==> config.mk <==
export PLATFORM = sky130hd
export DESIGN_NAME = sft_seq
export DESIGN_NICKNAME = d
export VERILOG_FILES = /design/src/rtl/kx9016_pkg.sv /design/src/rtl/sft_step.sv /design/src/rtl/sft_seq.sv
export SDC_FILE = /design/constraint.sdc
export NUM_CORES = 1
export LEC_CHECK = 0
export CELL_PAD_IN_SITES_DETAIL_PLACEMENT = 0
export CELL_PAD_IN_SITES_GLOBAL_PLACEMENT = 1
export CORE_MARGIN = 3
export CORE_UTILIZATION = 34
export CTS_BUF_LIST = sky130_fd_sc_hd__clkbuf_4 sky130_fd_sc_hd__clkbuf_8
export CTS_CLUSTER_SIZE = 12
export DETAILED_ROUTE_END_ITERATION = 16
export DONT_BUFFER_PORTS = 1
export PLACE_DENSITY = 0.69
export SYNTH_ARGS = -nofsm -noshare
export SYNTH_HDL_FRONTEND = slang
export SYNTH_SLANG_ARGS = --single-unit
==> constraint.sdc <==
create_clock -name clock -period 2.64 [get_ports clock]
set_input_delay 0.528 -clock clock [delete_from_list [all_inputs] [get_ports clock]]
set_output_delay 0.528 -clock clock [all_outputs]
set_load 0.005 [all_outputs]
==> src/rtl/kx9016_pkg.sv <==
// Shared KX9016 datapath definitions: shift opcodes and sequencer state encoding.
// Both the datapath shift unit and the multi-cycle shifter decode these opcodes.
package kx9016_pkg;

  typedef logic [2:0] opcode_t;

  localparam opcode_t SHFTPASS = 3'd0;
  localparam opcode_t SFTL     = 3'd1;
  localparam opcode_t SFTR     = 3'd2;
  localparam opcode_t ROTL     = 3'd3;
  localparam opcode_t ROTR     = 3'd4;

  typedef enum logic [1:0] {
    IDLE  = 2'd0,
    SHIFT = 2'd1,
    DONE  = 2'd2
  } state_t;

  // Opcodes that move bits; pass and the reserved codes 5-7 do not.
  function automatic logic is_move_op(input opcode_t op);
    return (op >= SFTL) && (op <= ROTR);
  endfunction

endpackage

==> src/rtl/sft_step.sv <==
// Single-bit shift/rotate step, same opcode encoding as the datapath shift unit.
// Pass and reserved opcodes return the word unchanged with no bit shifted out.
module sft_step
  import kx9016_pkg::*;
#(
  parameter int WIDTH = 16
) (
  input  opcode_t          op,
  input  logic [WIDTH-1:0] d,
  output logic [WIDTH-1:0] q,
  output logic             out_bit
);

  // NOTE: every output gets a default before the case so no path can infer a latch.
  always_comb begin
    q       = d;
    out_bit = 1'b0;
    unique case (op)
      SFTL: begin
        q       = {d[WIDTH-2:0], 1'b0};
        out_bit = d[WIDTH-1];
      end
      SFTR: begin
        q       = {1'b0, d[WIDTH-1:1]};
        out_bit = d[0];
      end
      ROTL: begin
        q       = {d[WIDTH-2:0], d[WIDTH-1]};
        out_bit = d[WIDTH-1];
      end
      ROTR: begin
        q       = {d[0], d[WIDTH-1:1]};
        out_bit = d[0];
      end
      default: begin
        q       = d;
        out_bit = 1'b0;
      end
    endcase
  end

endmodule

==> src/rtl/sft_seq.sv <==
// Sequential multi-position shifter: one single-bit step per clock, then a
// one-cycle done pulse. Operand, opcode and count are latched on an accepted start.
module sft_seq
  import kx9016_pkg::*;
#(
  parameter int WIDTH = 16,
  parameter int CNTW  = 4
) (
  input  logic             clock,
  input  logic             reset,
  input  logic             start,
  input  logic [WIDTH-1:0] a,
  input  logic [2:0]       sel,
  input  logic [CNTW-1:0]  cnt,
  output logic [WIDTH-1:0] y,
  output logic             cout,
  output logic             zero,
  output logic             busy,
  output logic             done
);

  state_t           state_q, state_d;
  logic [WIDTH-1:0] y_q, y_d;
  logic             cout_q, cout_d;
  logic             zero_q;
  opcode_t          op_q, op_d;
  logic [CNTW-1:0]  rem_q, rem_d;

  logic [WIDTH-1:0] step_q;
  logic             step_out;

  sft_step #(.WIDTH(WIDTH)) u_step (
    .op      (op_q),
    .d       (y_q),
    .q       (step_q),
    .out_bit (step_out)
  );

  always_comb begin
    state_d = state_q;
    y_d     = y_q;
    cout_d  = cout_q;
    op_d    = op_q;
    rem_d   = rem_q;

    unique case (state_q)
      IDLE: begin
        if (start) begin
          op_d   = sel;
          rem_d  = cnt;
          cout_d = 1'b0;
          // Reserved opcodes finish immediately with a cleared result.
          y_d    = (sel > ROTR) ? '0 : a;
          if (is_move_op(sel) && (cnt != '0)) state_d = SHIFT;
          else                                state_d = DONE;
        end
      end
      SHIFT: begin
        y_d    = step_q;
        cout_d = step_out;
        rem_d  = rem_q - 1'b1;
        if (rem_q == CNTW'(1)) state_d = DONE;
      end
      DONE:    state_d = IDLE;
      default: state_d = IDLE;
    endcase
  end

  // NOTE: registers update with non-blocking assignments so every flop samples pre-edge values.
  always_ff @(posedge clock) begin
    if (!reset) begin
      state_q <= IDLE;
      y_q     <= '0;
      cout_q  <= 1'b0;
      zero_q  <= 1'b1;
      op_q    <= SHFTPASS;
      rem_q   <= '0;
    end else begin
      state_q <= state_d;
      y_q     <= y_d;
      cout_q  <= cout_d;
      zero_q  <= (y_d == '0);
      op_q    <= op_d;
      rem_q   <= rem_d;
    end
  end

  assign y    = y_q;
  assign cout = cout_q;
  assign zero = zero_q;
  assign busy = (state_q == SHIFT);
  assign done = (state_q == DONE);

endmodule

# Word-level counts from Yosys, hierarchy flattened
# Cells that the tools add are included.
# classes
n_addsub	1
order_cmp	3
eq_ne	9
mux	13
reduce_logical	11
# op_table
operator	count
16-bit one-hot mux with 4 select lines	1
16-bit 2-to-1 mux	2
16-bit one-hot mux with 2 select lines	1
16-bit zero test	1
4-bit one-hot mux with 2 select lines	1
3-bit by 2-bit equality test with 1-bit output (second input constant)	2
2-bit 2-to-1 mux	3
2-bit AND reduction	3
4-bit by 1-bit equality test with 1-bit output (second input constant)	1
4-bit 2-to-1 mux	1
1-bit one-hot mux with 2 select lines	2
2-bit one-hot mux with 2 select lines	1
4-bit nonzero test	1
2-bit OR reduction	2
4-bit by 1-bit subtractor with 4-bit output (second input constant)	1
3-bit by 1-bit equality test with 1-bit output (second input constant)	1
3-bit equality test (second input constant)	1
3-bit by 1-bit greater-or-equal comparator with 1-bit output (second input constant)	1
3-bit greater-than comparator (second input constant)	1
3-bit <= comparator (second input constant)	1
2-bit by 1-bit equality test with 1-bit output (second input constant)	1
2-bit equality test (second input constant)	1
1-bit logical AND	2
2-bit zero test	1
4 further kinds	4
# totals
regBits	27
out_inout_bits	20
word_cells	43

# Depth between registers and ports, before layout
# logic_depth
ltp_word	6
mapped_depth	8
depth_no_buf	7

# Modules after synthesis
# A second synthesis with hierarchy kept.
# hier_totals
cells_unflattened	241
hier_area_um2	2001.9
# modules_own_cells
mod	n_inst	cells_per_inst	area_each_um2	seq_area_each_um2
sft_seq	1	141	1311.3	540.5
sft_step	1	100	690.7	0.0

# Worst setup path after synthesis
# OpenSTA, ideal clock, no wires.
# synth_path
kind	in2reg
start	in start
end	reg zero_q, in the netlist zero
setup_time_ns	0.084
arrival_ns	2.072
setup_slack_ns	0.484
cell_stages	8
cell_sequence	or3b_1 buf_6 o31a_4 buf_6 a211o_1 a211oi_2 nand4b_1 o31ai_2
# synth_via
elab_chain_len	3
# synth_lines
item	line	text
from (decl)	sft_seq.sv:11	input logic start,
16-bit 2-to-1 mux	sft_seq.sv:48	if (start) begin
16-bit one-hot mux with 2 select lines	sft_seq.sv:46	unique case (state_q)
16-bit zero test	sft_seq.sv:82	zero_q <= (y_d == '0);
to (signal assigned)	sft_seq.sv:82	
to (decl)	sft_seq.sv:25	logic zero_q;
# No other way between the ends.
# A chain may end at the register's enable or synchronous reset.

# Final worst setup path
# layout_path
start	reg op_q[0]
end	reg zero_q, in the netlist zero
# layout_via
elab_chain_len	4
elab_cells_between_ends	7
cone_classes	4 x eq/ne; 2 x mux; 1 x reduce/logical
# layout_lines
item	line	text
from (decl)	sft_seq.sv:26	opcode_t op_q, op_d;
from (signal assigned)	sft_seq.sv:83	op_q <= op_d;
3-bit equality test (tied with other cells)	sft_step.sv:18	unique case (op)
16-bit one-hot mux with 4 select lines *	sft_step.sv:18	
16-bit one-hot mux with 2 select lines *	sft_seq.sv:46	
16-bit zero test *	sft_seq.sv:82	
# Mark *: on every way between the ends. The rest lies on a longest branch, timed or not.

==> flow_summary.ini <==
[run_status]
status = completed

[timing]
setup_viol = 0
finalHoldViolations = 0
fmax_ghz = 0.426
max_slew_margin_pct = 30.5
tightest_slew_ns = 1.04
fin_setup_tns_ns = 0
holdWs_ns = 0.314
finalMaxSlewViolations = 0
finClkSkew_ns = 0.00410
fin_crit_ns = 2.35
rsz0062_at_grt = false
finalCritPeriodShare_pct = 88.9

[routing]
via_count = 1590
first_iter_violations = 181
ant_nets = 0
drt-wirelength-per-cell_um = 18.9
wirelength_um = 4910
dr.pass1.iters = 4
drc = 0
avgViaCountPerCell = 6.12

[floorplanning]
die_w_um = 76.9
num_io_pins = 46
fp.dieArea_mm2 = 0.00591
rows = 25
die_h_um = 76.9
initial_core_util_pct = 35.7
core_area_mm2 = 0.00479

[synthesis]
synth_ff_type = dfxtp_1
synth_top_cell_by_area = dfxtp_1
synth-async-reset-ratio_pct = 0
synth_edf_count = 0
synth_top_area_share_pct = 31.7
synth-seq-area-share_pct = 31.7
syn_nets = 228
netlist_instances = 200
ys_types = 46
avgSynthCellArea_um2 = 8.53
synthTopCellsByArea = dfxtp_1, a22oi_1, a32oi_1
synth_warnings = 0
netlist_area_mm2 = 0.00171
ys_seq_elements = 27

[critical_path]
path_delay_family = compound AO/OA/AOI/OAI gates
crit_path_max_incr_delay_ns = 0.63
worstRegToRegCells = 7
slowest_stage = dfxtp_1
r2r-end = zero$_SDFF_PN1_
critPathBufInv = 1
crit_type = register to register
crit_fanout = 14
startpoint = op_q[0]$_SDFFE_PN0P_
start_kind = register
endpoint_kind = register
r2r-start = op_q[0]$_SDFFE_PN0P_
crit_arrival_ns = 2.55
required_ns = 2.84
reg2reg_setup_slack_ns = 0.29
cp_cell_sequence = buf_4 -> mux2_2 -> a32o_1 -> a221o_2 -> nor2b_1 -> nand4b_1 -> o31ai_2

[clocking]
clkLatencyLatePin_ns = 0.28
htreeDepth = 1
hold_buffers = 0
cts_setup_buffers = 0
cts_sinks = 27
cts_tree = built
numCtsBuffers = 3
path_clk_slew_ns = 0.10
clockBufferDepth = 2
cts_root_buf = clkbuf_8

[worst_hold_path]
hold_end = zero$_SDFF_PN1_
hold_path_class = primary input to register
hold_path.startpoint = reset
hold_depth = 1

[placement]
dp_hpwl_um = 3590
place.port_buffers = 0
gp_congestion = 0.840
placed_cells = 256

[finish]
final_cell_mix = dfxtp_1, nand2_1, a22oi_1
antenna_cells = 0
fin_nets = 222
stdcell_count = 260
drive_gt1_share_pct = 9.84
area_delta_synth_final_pct = 5.13
final_util_pct = 37.5
final_common_cell = dfxtp_1

[global_routing]
track_usage_pct = 16.7
gr-total-overflow = 0
grt_pass1_wl_um = 8040
grt_pass1_vias = 1509
antenna_found_initial = 0
grt_max_degree = 28

[run]
max_cap_violations = 0

[power_and_ir_drop]
ir_worst_vdd_mv = 0.194
p_leak_nw = 0.606
power_density_mw_per_mm2 = 533
==> registers in the layout, summed over array words and instances (netlist names) <==
signal,count
state_q,2
op_q,3
y,16
cout,1
zero,1
rem_q,4
==> cells in the mapped netlist (3+ instances only) <==
cell type	n
nand2_1	20
and3b_1	5
nor2b_1	11
o21ai_0	6
a21oi_1	9
a22oi_1	16
a32o_1	3
nor3_1	3
o211ai_1	10
dfxtp_1	27
a32oi_1	10
nor2_1	7
and2_1	13
a21boi_0	3
clkbuf_1	9
a22o_1	3
inv_1	4
==> cell type report <==
| type | count | area (µm²) |
|---|---|---|
| repair buffers | 4 | 30.0 |
| clock buffers | 3 | 41.3 |
| multi-input cells | 154 | 1080 |
| fillers | 498 | 2990 |
| well taps | 67 | 83.8 |
| clock inverters | 1 | 5.00 |
| flip-flops and latches | 27 | 542 |
| inverters | 4 | 15.0 |
==> logic make-up (layout without fill, tap and decap cells) <==
kind of cell             count (synthesis)  after routing  synth area share, %
AO/OA/AOI/OAI                           78             78                 35.6
adder cells (fa/ha/maj)                  2              2                 1.47
buffers and inverters                   19             12                 5.20
flip-flops                              27             27                 31.7
multiplexers                             1              1                0.660
AND/OR/NAND/NOR                         73             73                 25.4
==> worst max-delay path by stage <==
stage                            to  slack [ns]  depth (start not counted)
detailed placement  zero$_SDFF_PN1_        0.22                          7
CTS                 zero$_SDFF_PN1_        0.18                          7
floorplan           zero$_SDFF_PN1_        0.48                          8
finish              zero$_SDFF_PN1_        0.29                          7
global placement    zero$_SDFF_PN1_        0.31                          7
global route        zero$_SDFF_PN1_        0.11                          6
==> report_power, final <==
part | switching (mW) | leakage (nW) | internal (mW)
Combinational | 0.129 | 0.358 | 0.0936
Clock | 0.136 | 0.0255 | 0.106
Sequential | 0.0534 | 0.222 | 0.439
==> metrics by stage <==
| step | power [mW] | setup WS [ns] | instance area [µm²] |
|---|---|---|---|
| floorplan | 0.671 | 0.484 | 1710 |
| global placement | 0.716 | 0.315 | 1750 |
| detailed placement | 0.722 | 0.217 | 1750 |
| CTS | 0.969 | 0.176 | 1790 |
| global route | 1.02 | 0.108 | 1790 |
| finish | 0.957 | 0.292 | 1790 |
==> routing by layer <==
metal | global-route usage, % | part of all wire (%) | wire (µm)
met1 | 23.3 | 44 | 2180
met4 | 4.35 | 1.2 | 59
met2 | 25.2 | 45 | 2190
met5 | 0 | 0 | 0
met3 | 4.58 | 9.8 | 480
==> timing repair <==
| action | CTS | global route |
|---|---|---|
| setup endpoints to repair | 0 | 1 |
| endpoints found under the hold margin | 0 | 0 |
| gates resized for setup | 0 | 1 |
No activity file was read; power rests on OpenSTA's default activity.
